**config.mk**
```make
export PLATFORM = sky130hd
export DESIGN_NAME = can_bit_destuffer
export DESIGN_NICKNAME = d
export VERILOG_FILES = /design/src/rtl/can_bit_destuffer.sv
export SDC_FILE = /design/constraint.sdc
export NUM_CORES = 1
export LEC_CHECK = 0
export BUFFER_PORTS_ARGS = -buffer_cell sky130_fd_sc_hd__buf_2
export CORE_AREA = 4 4 42 44
export CTS_CLUSTER_DIAMETER = 120
export CTS_CLUSTER_SIZE = 30
export DETAILED_ROUTE_END_ITERATION = 6
export DIE_AREA = 0 0 46 48
export PLACE_DENSITY = 0.71
export SLEW_MARGIN = 20
export SYNTH_ARGS = -nofsm -noshare
export SYNTH_HDL_FRONTEND = slang
export SYNTH_SLANG_ARGS = --single-unit
```
**constraint.sdc**
```tcl
create_clock -name sp -period 1.8 [get_ports sp]
set_clock_uncertainty 0.05 [all_clocks]
set_input_delay 0.18 -clock sp [delete_from_list [all_inputs] [get_ports sp]]
set_output_delay 0.18 -clock sp [all_outputs]
set_load 0.02 [all_outputs]
```
**src/rtl/can_bit_destuffer.sv**
```systemverilog
// can_bit_destuffer
//
// Watches the sampled CAN bus bit at every sample point. It tells the
// downstream frame store which bits are stuff bits so they can be dropped,
// and it reports a stuff-rule violation. It also tracks bus integration:
// it waits for an idle bus after reset or an error, detects start-of-frame,
// and follows the frame until the decoder signals its end.
//
// Ports
//   sp           in   sample-point clock, rising edge active
//   reset        in   synchronous, active-high reset
//   CAN_RX       in   sampled bus bit (0 = dominant, 1 = recessive)
//   stuff_en     in   stuffing region active (SOF through last CRC bit)
//   frame_end    in   1-sp pulse from the frame decoder, frame finished
//   isStuff      out  current CAN_RX bit is a stuff bit
//   stuff_error  out  registered 1-sp pulse, stuff bit matched the preceding run
//   sof          out  registered 1-sp pulse in the sp cycle after SOF was sampled
//   bus_idle     out  high while the bus is integrated and idle
//
// state  | meaning
// -------+-------------------------------------------------------------
// SYNC   | integrating after reset or error, counting recessive bits
// IDLE   | bus idle, waiting for a dominant SOF bit
// ACTIVE | inside a frame, tracking runs of equal bits

module can_bit_destuffer #(
   parameter int STUFF_LEN = 5,
   parameter int IDLE_LEN  = 11
) (
   input  logic sp,
   input  logic reset,
   input  logic CAN_RX,
   input  logic stuff_en,
   input  logic frame_end,
   output logic isStuff,
   output logic stuff_error,
   output logic sof,
   output logic bus_idle
);

   typedef enum logic [1:0] {
      SYNC   = 2'd0,
      IDLE   = 2'd1,
      ACTIVE = 2'd2
   } state_t;

   localparam logic [2:0] RUN_MAX = 3'(STUFF_LEN);
   localparam logic [3:0] REC_MAX = 4'(IDLE_LEN);
   localparam logic [3:0] REC_SAT = 4'hF;

   state_t     state;
   logic [2:0] run_cnt;
   logic [3:0] rec_cnt;
   logic       last_bit;

   logic       stuff_slot;
   logic       violation;

   // A stuff bit is only expected while the decoder says stuffing applies;
   // with stuff_en low the run counter keeps saturating but never triggers.
   assign stuff_slot = (state == ACTIVE) && stuff_en && (run_cnt == RUN_MAX);
   assign violation  = stuff_slot && (CAN_RX == last_bit);

   assign isStuff  = stuff_slot;
   assign bus_idle = (state == IDLE);

   always_ff @(posedge sp) begin
      if (reset) begin
         state       <= SYNC;
         run_cnt     <= 3'd0;
         rec_cnt     <= 4'd0;
         last_bit    <= 1'b1;
         stuff_error <= 1'b0;
         sof         <= 1'b0;
      end else begin
         stuff_error <= 1'b0;
         sof         <= 1'b0;
         case (state)
            SYNC: begin
               if (CAN_RX) begin
                  if (rec_cnt != REC_SAT) begin
                     rec_cnt <= rec_cnt + 4'd1;
                  end
                  // The bit being sampled now is the IDLE_LEN-th recessive one.
                  if (rec_cnt >= REC_MAX - 4'd1) begin
                     state <= IDLE;
                  end
               end else begin
                  rec_cnt <= 4'd0;
               end
            end

            IDLE: begin
               if (!CAN_RX) begin
                  // The SOF bit itself opens the first run of dominant bits.
                  state    <= ACTIVE;
                  last_bit <= 1'b0;
                  run_cnt  <= 3'd1;
                  sof      <= 1'b1;
               end
            end

            ACTIVE: begin
               if (violation) begin
                  // Violation takes priority over a coincident frame_end.
                  stuff_error <= 1'b1;
                  state       <= SYNC;
                  rec_cnt     <= 4'd0;
               end else if (frame_end) begin
                  state   <= IDLE;
                  run_cnt <= 3'd0;
               end else if (stuff_slot) begin
                  last_bit <= CAN_RX;
                  run_cnt  <= 3'd1;
               end else begin
                  if (CAN_RX == last_bit) begin
                     if (run_cnt < RUN_MAX) begin
                        run_cnt <= run_cnt + 3'd1;
                     end
                  end else begin
                     run_cnt <= 3'd1;
                  end
                  last_bit <= CAN_RX;
               end
            end

            default: begin
               state <= SYNC;
            end
         endcase
      end
   end

endmodule
```
Word level (Yosys, flattened, before mapping):

Index checks and enable logic that the tools add are counted.

* register bits: 12
* input port bits: 5
* output and inout port bits: 4
* logic and storage cells: 61

* add/subtract/negate cells: 2
* magnitude comparators: 2
* equal/unequal tests: 14
* muxes and demuxes: 23
* bitwise operators: 2
* reductions and logical operators: 12

Operators by type and width (count)
* $mux W3: 6
* $mux W4: 3
* $ne A2 B2 Y1 const B: 6
* $reduce_and A4 Y1: 3
* $mux W2: 5
* $pmux W4 S2: 1
* $ne A3 B3 Y1 const B: 2
* $pmux W2 S3: 1
* $pmux W3 S2: 1
* $mux W1: 5
* $ne A5 B4 Y1 const B: 1
* $add A4 B1 Y4 const B: 1
* $ge A4 B4 Y1 const B: 1
* $ne A4 B4 Y1 const B: 1
* $reduce_bool A2 Y1: 2
* $reduce_or A2 Y1: 2
* $add A3 B1 Y3 const B: 1
* $eq A3 B3 Y1 const B: 1
* $logic_and A1 B1 Y1: 3
* $lt A3 B3 Y1 const B: 1
* $reduce_and A3 Y1: 1
* $eq A2 B1 Y1 const B: 1
* $eq A2 B2 Y1 const B: 1
* $logic_not A2 Y1: 1
* other kinds (3): 4

Longest topological paths before layout:

Gate-level depths: netlist of run 1.

* depth after elaboration: 7
* mapped depth: 7
* mapped depth without buffers: 6

Worst setup path after synthesis of run 1:

OpenSTA, ideal clock, no wires.

* path type: register -> register
* start point: reg run_cnt[0]
* end point: reg run_cnt[1]
* library setup time: 0.059 ns
* data arrival time: 1.493 ns
* required time: 1.691 ns
* path slack: 0.198 ns
* stages on the path, launching flop included: 7
* path buffers: 1
* path through: dfxtp_1 > ha_1 > nand3_1 > or3b_1 > buf_6 > a311oi_2 > a41o_1

* word-level cells in the longest chain between the ends: 7

RTL lines
* from (decl): RTL line 52 `logic [2:0] run_cnt;`
* from (signal assigned): RTL line 118 `run_cnt <= run_cnt + 3'd1;`
* $add A3 B1 Y3: RTL line 118
* $mux W3: RTL line 117 `if (run_cnt < RUN_MAX) begin`
* $mux W3: RTL line 116 `if (CAN_RX == last_bit) begin`
* $mux W3: RTL line 112 `end else if (stuff_slot) begin`
* $mux W3: RTL line 109 `end else if (frame_end) begin`
* $mux W3: RTL line 104 `if (violation) begin`
* $pmux W3 S2: RTL line 78 `case (state)`

Several ways; a longest one is shown, not always the timed one. The select of a mux whose other input is x is not followed.
A chain may end at the register's enable or synchronous reset.

Worst setup path in the final report of run 1:

* start point: reg run_cnt[0]
* end point: reg run_cnt[0]

The elaborated chain is that of the path after synthesis.

==> results of run 1 <==
==> area by class of cell <==
type / count / area [um^2] / area share
sequential: 12 / 240 / 0.297
tap: 16 / 20.0 / 0.0248
multi-input combinational: 64 / 437 / 0.540
timing repair buffer: 12 / 70.1 / 0.0867
clock buffer: 3 / 22.5 / 0.0279
inverter: 5 / 18.8 / 0.0232
==> per-layer routing <==
metal / track usage / part of all wire / vias up
li1: - / - / 338
met1: 0.216 / 0.51 / 297
met2: 0.234 / 0.41 / 15
met3: 0.0226 / 0.050 / 5
met4: 0.102 / 0.029 / 0
met5: 0 / 0 / -
==> power by group <==
group,internal [uW],total [uW],switching (uW)
clock network,77.5,162,84.3
logic,14.3,33.1,18.8
registers,268,270,2.46
==> state kept, by name, summed over array words and instances, names as in the netlist <==
register	cells
rec_cnt	4
run_cnt	3
state	2
last_bit	1
sof	1
stuff_error	1
==> logic make-up after synthesis <==
kind of cell	share of synthesized area
XOR/XNOR	0.0227
buffers and inverters	0.0577
adder cells (fa/ha/maj)	0.0699
AO/OA/AOI/OAI	0.229
flip-flops	0.336
AND/OR/NAND/NOR	0.285
==> worst max-delay path, cell delays in order, from the launching register on <==
cell and delay [ns]:
dfxtp_1 0.41, ha_1 0.18, nand3_1 0.10, or3b_4 0.45, a31oi_1 0.24, a22o_1 0.16
==> metrics by stage <==
step / cells / hold slack, ns / util / power [uW]
CTS: 112 / 0.157 / 0.561 / 471
finish: 112 / 0.161 / 0.563 / 465
global placement: 109 / 0.439 / 0.545 / 308
floorplan: 85 / 0.263 / - / 297
detailed placement: 109 / 0.445 / 0.545 / 309
global route: 112 / 0.162 / 0.563 / 488
==> synthesized netlist by cell type (2+ instances only) <==
cell       n  share of area
nor2_1     5          0.026
inv_1      5          0.026
nand2_1    3          0.016
o32ai_1    2          0.024
nand3_1    7          0.049
nand4_1    3          0.026
o22ai_1    2          0.017
nand2b_1   4          0.035
ha_1       4          0.070
nor2b_1    3          0.026
clkbuf_1   3          0.016
a21oi_1    5          0.035
nor3_1     2          0.014
or3b_1     3          0.037
o21ai_0    3          0.021
and2_1     3          0.026
dfxtp_1   12           0.34
==> what timing repair did <==
| item | in CTS | in global routing |
|---|---|---|
| endpoints found under the setup margin | 0 | 3 |
| gates resized for setup | 0 | 1 |
| setup buffers | 0 | 0 |
| endpoints found under the hold margin | 0 | 0 |
==> final timing paths <==
path | from | endpoint | slack, ns
min reg2reg | rec_cnt[0]$_SDFFE_PP0P_ | rec_cnt[0]$_SDFFE_PP0P_ | 0.47
max | run_cnt[0]$_SDFFE_PP0P_ | run_cnt[0]$_SDFFE_PP0P_ | 0.14
min | frame_end | state[0]$_SDFFE_PP0P_ | 0.16
max reg2reg | run_cnt[0]$_SDFFE_PP0P_ | run_cnt[0]$_SDFFE_PP0P_ | 0.14
==> results.md, run 1 <==
Global route:
- The largest net degree at the start of global routing is 12.
- The first-pass GRT wire length is 2.50 mm.
- The number of global-route vias before repair is 577.
- The number of antenna violations at the first check in global routing is 0.
- For this run, the total global-route usage over all layers was measured as 0.159.
- The sum of overflow across all layers after global routing is 0.

Drt:
- The remaining number of nets flagged by the antenna check after routing is 0.
- The routed layout has 655 vias.
- After the first detailed-routing iteration, the DRC count stood at 21.
- The number of search-and-repair iterations in the first detailed-routing pass is 4.
- The average vias per placed instance is 5.85.
- After detailed routing, the number of remaining DRC violations is 0.
- In the final routed layout, each cell accounts on average for 13.1 um.
- Summed over all layers, the routed wires come to 1.47 mm.

Placement:
- The count of port buffers added during placement is 8.
- Summed over all nets, the half-perimeter wirelength after detailed placement is 1.12 mm.
- The worst setup timing slack at the placement stage is 0.0601 ns.
- At the end of routability-driven placement, the weighted congestion stood at 0.867.
- Once placement finished, the instance area stood at 783 um^2.

Clock network:
- The number of buffers added to fix hold violations after cts is 0.
- The maximum buffer depth of the clock tree is 2.
- The number of H-tree levels is 1.
- The later pin in the worst-skew pair is clocked with a latency of 0.27 ns.
- The register clock-pin slew on the reported worst setup and hold paths is 0.06 ns.
- The clock root buffer is clkbuf_4.
- The CTS buffer count is 3.
- The clock tree from TritonCTS is built.
- Counting every sink on the clock net gives 12.

Pwr:
- In this run the power density over the cells is 575 mW/mm^2.
- IR analysis of the VDD net gives a maximum drop of 386 uV.
- For this design the static power due to leakage is 0.000340 uW.

STA:
- Headroom to the max-slew limit came out at 0.732.
- Dividing the final minimum period by the clock period gives 0.920.
- The count of final max-slew check failures is 0.
- Setup violations remaining at the end of the flow were counted as 0.
- Setup repair after global routing left no endpoint under its margin.
- Static timing analysis puts the maximum clock frequency at 604 MHz.
- The post-route minimum period is 1.66 ns.
- After routing, the total negative slack on setup checks comes to 0 ns.
- At the pin with the least slew margin, the transition time is 0.392 ns.
- Once routing completed, OpenROAD measured the worst setup slack at 0.144 ns.
- The final hold violation count is 0.

Finish:
- At the end of the flow, the number of nets in the layout was 107.
- The number of antenna repair diodes is 0.
- The final-layout fill cell count is 143.
- Leaving out fill and tap cells, the most frequent cell in the layout is dfxtp_1.
- In the layout the commonest cells are 12 x dfxtp_1, 8 x buf_2, 7 x nand3_1.
- The layout cell share with drive strength beyond 1 is 0.188.
- The post-route cell area is 808 um^2.
- From synthesis to final layout, the design area changed by 12.9%.

Setup path:
- Along the worst path, the maximum fanout reaches 9.
- Measured in cells, the most critical reg-to-reg path has a length of 5.
- STA puts the critical path data arrival time at 1.82 ns.
- The worst setup path is captured at a flop.
- The startpoint-to-endpoint class of the critical path is flop to flop.
- The data required time of the worst path is 1.97 ns.
- The startpoint kind of the worst setup timing path is a flop.

Synthesis:
- The net count of the mapped netlist is 94.
- For this run, the leading register cell type out of synthesis is dfxtp_1.
- The synthesized area is 716 um^2.
- The count of yosys warnings during synthesis is 0.
- The cell count after synthesis is 85.
- Synthesis inferred 12 register bits.
- The share of synthesized registers carrying an async set or reset is 0.
- Of the synthesized area, sequential elements account for 0.336.
- The count of different cell masters after synthesis is 33.
- In this run the mean area of a mapped cell was 8.42 um^2.
- Counting flops with a built-in enable in the synthesized netlist gives 0.

Run:
- Max-cap violations in this run came to 0.

Floorplan:
- The die extent in x is 46 um.
- The count of standard-cell rows is 14.
- The core region area is 0.00144 mm^2.
- The starting density of the core is 0.498.
- From bottom edge to top edge, the die measures 48 um.
- The number of primary I/O pins is 9.
- The die covers 0.00221 mm^2.

Min path:
- The class of the tightest hold or removal check is input port to flop.
- The cell depth of the worst min-delay path is 3.

Run status:
- The run finished with clean final reports.
(Power assumes the default switching activity.)
==> run 2, diff against run 1 <==
==> constraint.sdc (replaced) <==
create_clock -name sp -period 1.7 [get_ports sp]
set_clock_uncertainty 0.05 [all_clocks]
set_input_delay 0.17 -clock sp [delete_from_list [all_inputs] [get_ports sp]]
set_output_delay 0.17 -clock sp [all_outputs]
set_load 0.02 [all_outputs]
==> run 2 against run 1 <==
Via count increased by 9.5%. Clock power increased by 7%. Routed wire length increased by 20%. First-iteration DRC count increased by 48%. Hold slack got worse by 0.0098 ns. Combinational power increased by 11%. Worst setup slack got worse by 0.10 ns. Sequential cell count unchanged. Critical path depth increased by 1. Utilization increased by 3.4 points. Die area unchanged. Global-route usage increased by 1.8 points.
==> results.md, run 2 (same netlist as run 1, synthesis figures left out) <==
Placement:
- The count of port buffers added during placement is 8.
- The worst setup timing slack at the placement stage is -0.00557 ns.
- The routability congestion estimate from global placement is 0.879.
- Detailed placement ended at an HPWL of 1.17 mm.

Finish:
- rec_cnt holds more flip-flops than any other register.
- The share of the core filled with cells in the final layout is 0.597.
- The largest registers in the layout are rec_cnt: 4 flops, run_cnt: 3 flops, state: 2 flops.
- The layout-stage area growth over the synthesis result is 19.8%.
- The library cells used most frequently in the layout, excluding fill and tap cells, are 11 x dfxtp_1, 8 x buf_2, 7 x buf_4.
- The layout has 137 filler cells.
- The multi-input combinational cells in the finished layout cover a total of 448 um^2.
- In the final layout, flip-flops and latches occupy 244 um^2.
- The number of antenna repair diodes is 0.
- Of the cells placed in the final design, the portion with a size suffix greater than 1 is 0.260.
- The number of flip-flops under the largest register name is 4.
- For this run, the post-layout net count is 111.
- The commonest non-fill, non-tap cell in the layout is dfxtp_1.

Drt:
- Across all layers, the routed design uses 717 vias.
- The post-detailed-routing wire length is 1.77 mm.
- The average wire length per cell after detail routing is 15.2 um.
- Using the TritonRoute via totals, the vias-per-cell ratio works out to 6.18.
- The DRC marker count from the first detailed-route iteration is 31.
- The count of nets left with antenna violations once routing finished came out at 0.
- For this run, the detailed router's first-pass iteration total came to 4.
- After detailed routing, the number of remaining DRC violations is 0.

STA:
- The maximum clock frequency is 603 MHz.
- The relative slew slack is 0.681.
- The final worst setup slack is 0.0429 ns.
- The period utilization is 0.975.
- For the pin with the worst max-slew slack, the measured transition is 0.466 ns.
- The post-route minimum period is 1.66 ns.
- The final hold violation count is 0.
- The final-layout setup total negative slack is 0 ns.
- The final count of negative-setup-slack endpoints is 0.
- The count of final max-slew check failures is 0.

Floorplan:
- The die extent in x is 46 um.
- The vertical extent of the die is 48 um.
- During I/O placement, the number of pins put on the boundary was 9.
- The core region is 0.00144 mm^2.
- The initial utilization of the core area, before any placement, comes to 0.498.
- The floorplan die area is 0.00221 mm^2.
- Row generation in the floorplan step produced 14 rows.

Clock network:
- The TritonCTS sink count is 12.
- The number of buffers added to fix hold violations after cts is 0.
- Buffers inserted during clock tree synthesis total 3.
- TritonCTS built the clock tree.
- The number of H-tree levels is 1.
- The clock root buffer is clkbuf_4.
- The maximum buffer depth of the clock tree is 2.
- The register clock-pin slew on the reported worst setup and hold paths is 0.07 ns.
- At the later pin of the worst-skew pair, clock insertion delay measures 0.27 ns.

Run status:
- The run finished with clean final reports.

Min path:
- The worst hold path begins at frame_end.
- The worst hold path belongs to the class input port to flop.

Global route:
- The first-pass GRT wire length is 2.75 mm.
- Entering global routing, the biggest net connects 12 pins.
- The number of antenna violations at the first check in global routing is 0.
- The number of global-route vias before repair is 633.
- The sum of overflow across all layers after global routing is 0.
- The overall global routing resource usage is 0.177.

Setup path:
- The startpoint kind of the worst setup timing path is a flop.
- Of all nets on the critical path, the largest fanout is 6.
- The data required time of the worst path is 1.81 ns.
- The worst setup path is captured at a flop.
- The data arrival time of the worst path is 1.77 ns.
- The start point of the critical path is run_cnt[1]$_SDFFE_PP0P_.
- The worst register-to-register path begins at run_cnt[1]$_SDFFE_PP0P_.
- The startpoint-to-endpoint class of the critical path is flop to flop.

Run:
- Across the run, the number of max-cap violations was 0.

Pwr:
- In this run the static leakage power is 0.000363 uW.
- IR analysis of the VDD net gives a maximum drop of 363 uV.
- Power spread over the standard cell area amounts to 578 mW/mm^2.
-- run 2: changes by cell type in the layout (fill, tap and decap cells not counted) --
cell,delta
a31oi_1,-1
nand3_2,+1
dfxtp_1,-1
nand3_1,-1
buf_6,+1
buf_4,+3
a31oi_2,+1
dfxtp_4,+1
inv_1,-1
inv_2,+1
-- run 2: area by class of cell --
cell class,instances,area share
timing repair buffer,16,0.121
inverter,5,0.0219
clock buffer,3,0.0263
tap,16,0.0234
sequential,12,0.285
multi-input combinational,64,0.523
-- run 2: repair_timing --
action / in CTS / in global routing
gates resized for setup: 1 / 8
gates cloned: 0 / 0
endpoints found under the setup margin: 2 / 4
setup buffers: 0 / 2
pin swaps: 0 / 2
-- run 2: per-layer routing --
layer / global-route usage / up-vias / routed length [um]
met2: 0.297 / 39 / 828
met5: 0 / - / 0
li1: - / 344 / -
met3: 0.0226 / 7 / 120
met1: 0.211 / 327 / 758
met4: 0.114 / 0 / 57
-- run 2: worst max-delay path, cell delays in order, from the launching register on --
cell     delay [ns]
dfxtp_4        0.36
inv_2          0.07
ha_1           0.15
nand3_2        0.09
or3b_4         0.46
buf_6          0.15
a41o_1         0.23
-- run 2: through the flow --
step	total power [uW]	cell area (um^2)	hold slack, ns	std cells
finish	496	857	0.152	116
global route	516	857	0.165	116
CTS	502	823	0.147	114
detailed placement	327	798	0.439	111
global placement	327	798	0.436	111
floorplan	314	716	0.253	85
-- run 2: path summary, 6_finish.rpt --
| kind | to | slack [ns] | cells after the start |
|---|---|---|---|
| setup / recovery | run_cnt[1]$_SDFFE_PP0P_ | 0.04 | 6 |
| hold / removal | state[0]$_SDFFE_PP0P_ | 0.15 | 3 |
| setup reg to reg | run_cnt[1]$_SDFFE_PP0P_ | 0.04 | 6 |
| hold reg to reg | rec_cnt[3]$_SDFFE_PP0P_ | 0.49 | 2 |
-- run 2: power breakdown --
group | internal [uW] | switching (uW) | total [uW]
Combinational | 15.8 | 21.1 | 36.8
Sequential | 282 | 3.18 | 285
Clock | 82.1 | 92.0 | 174
Total | 380 | 116 | 496
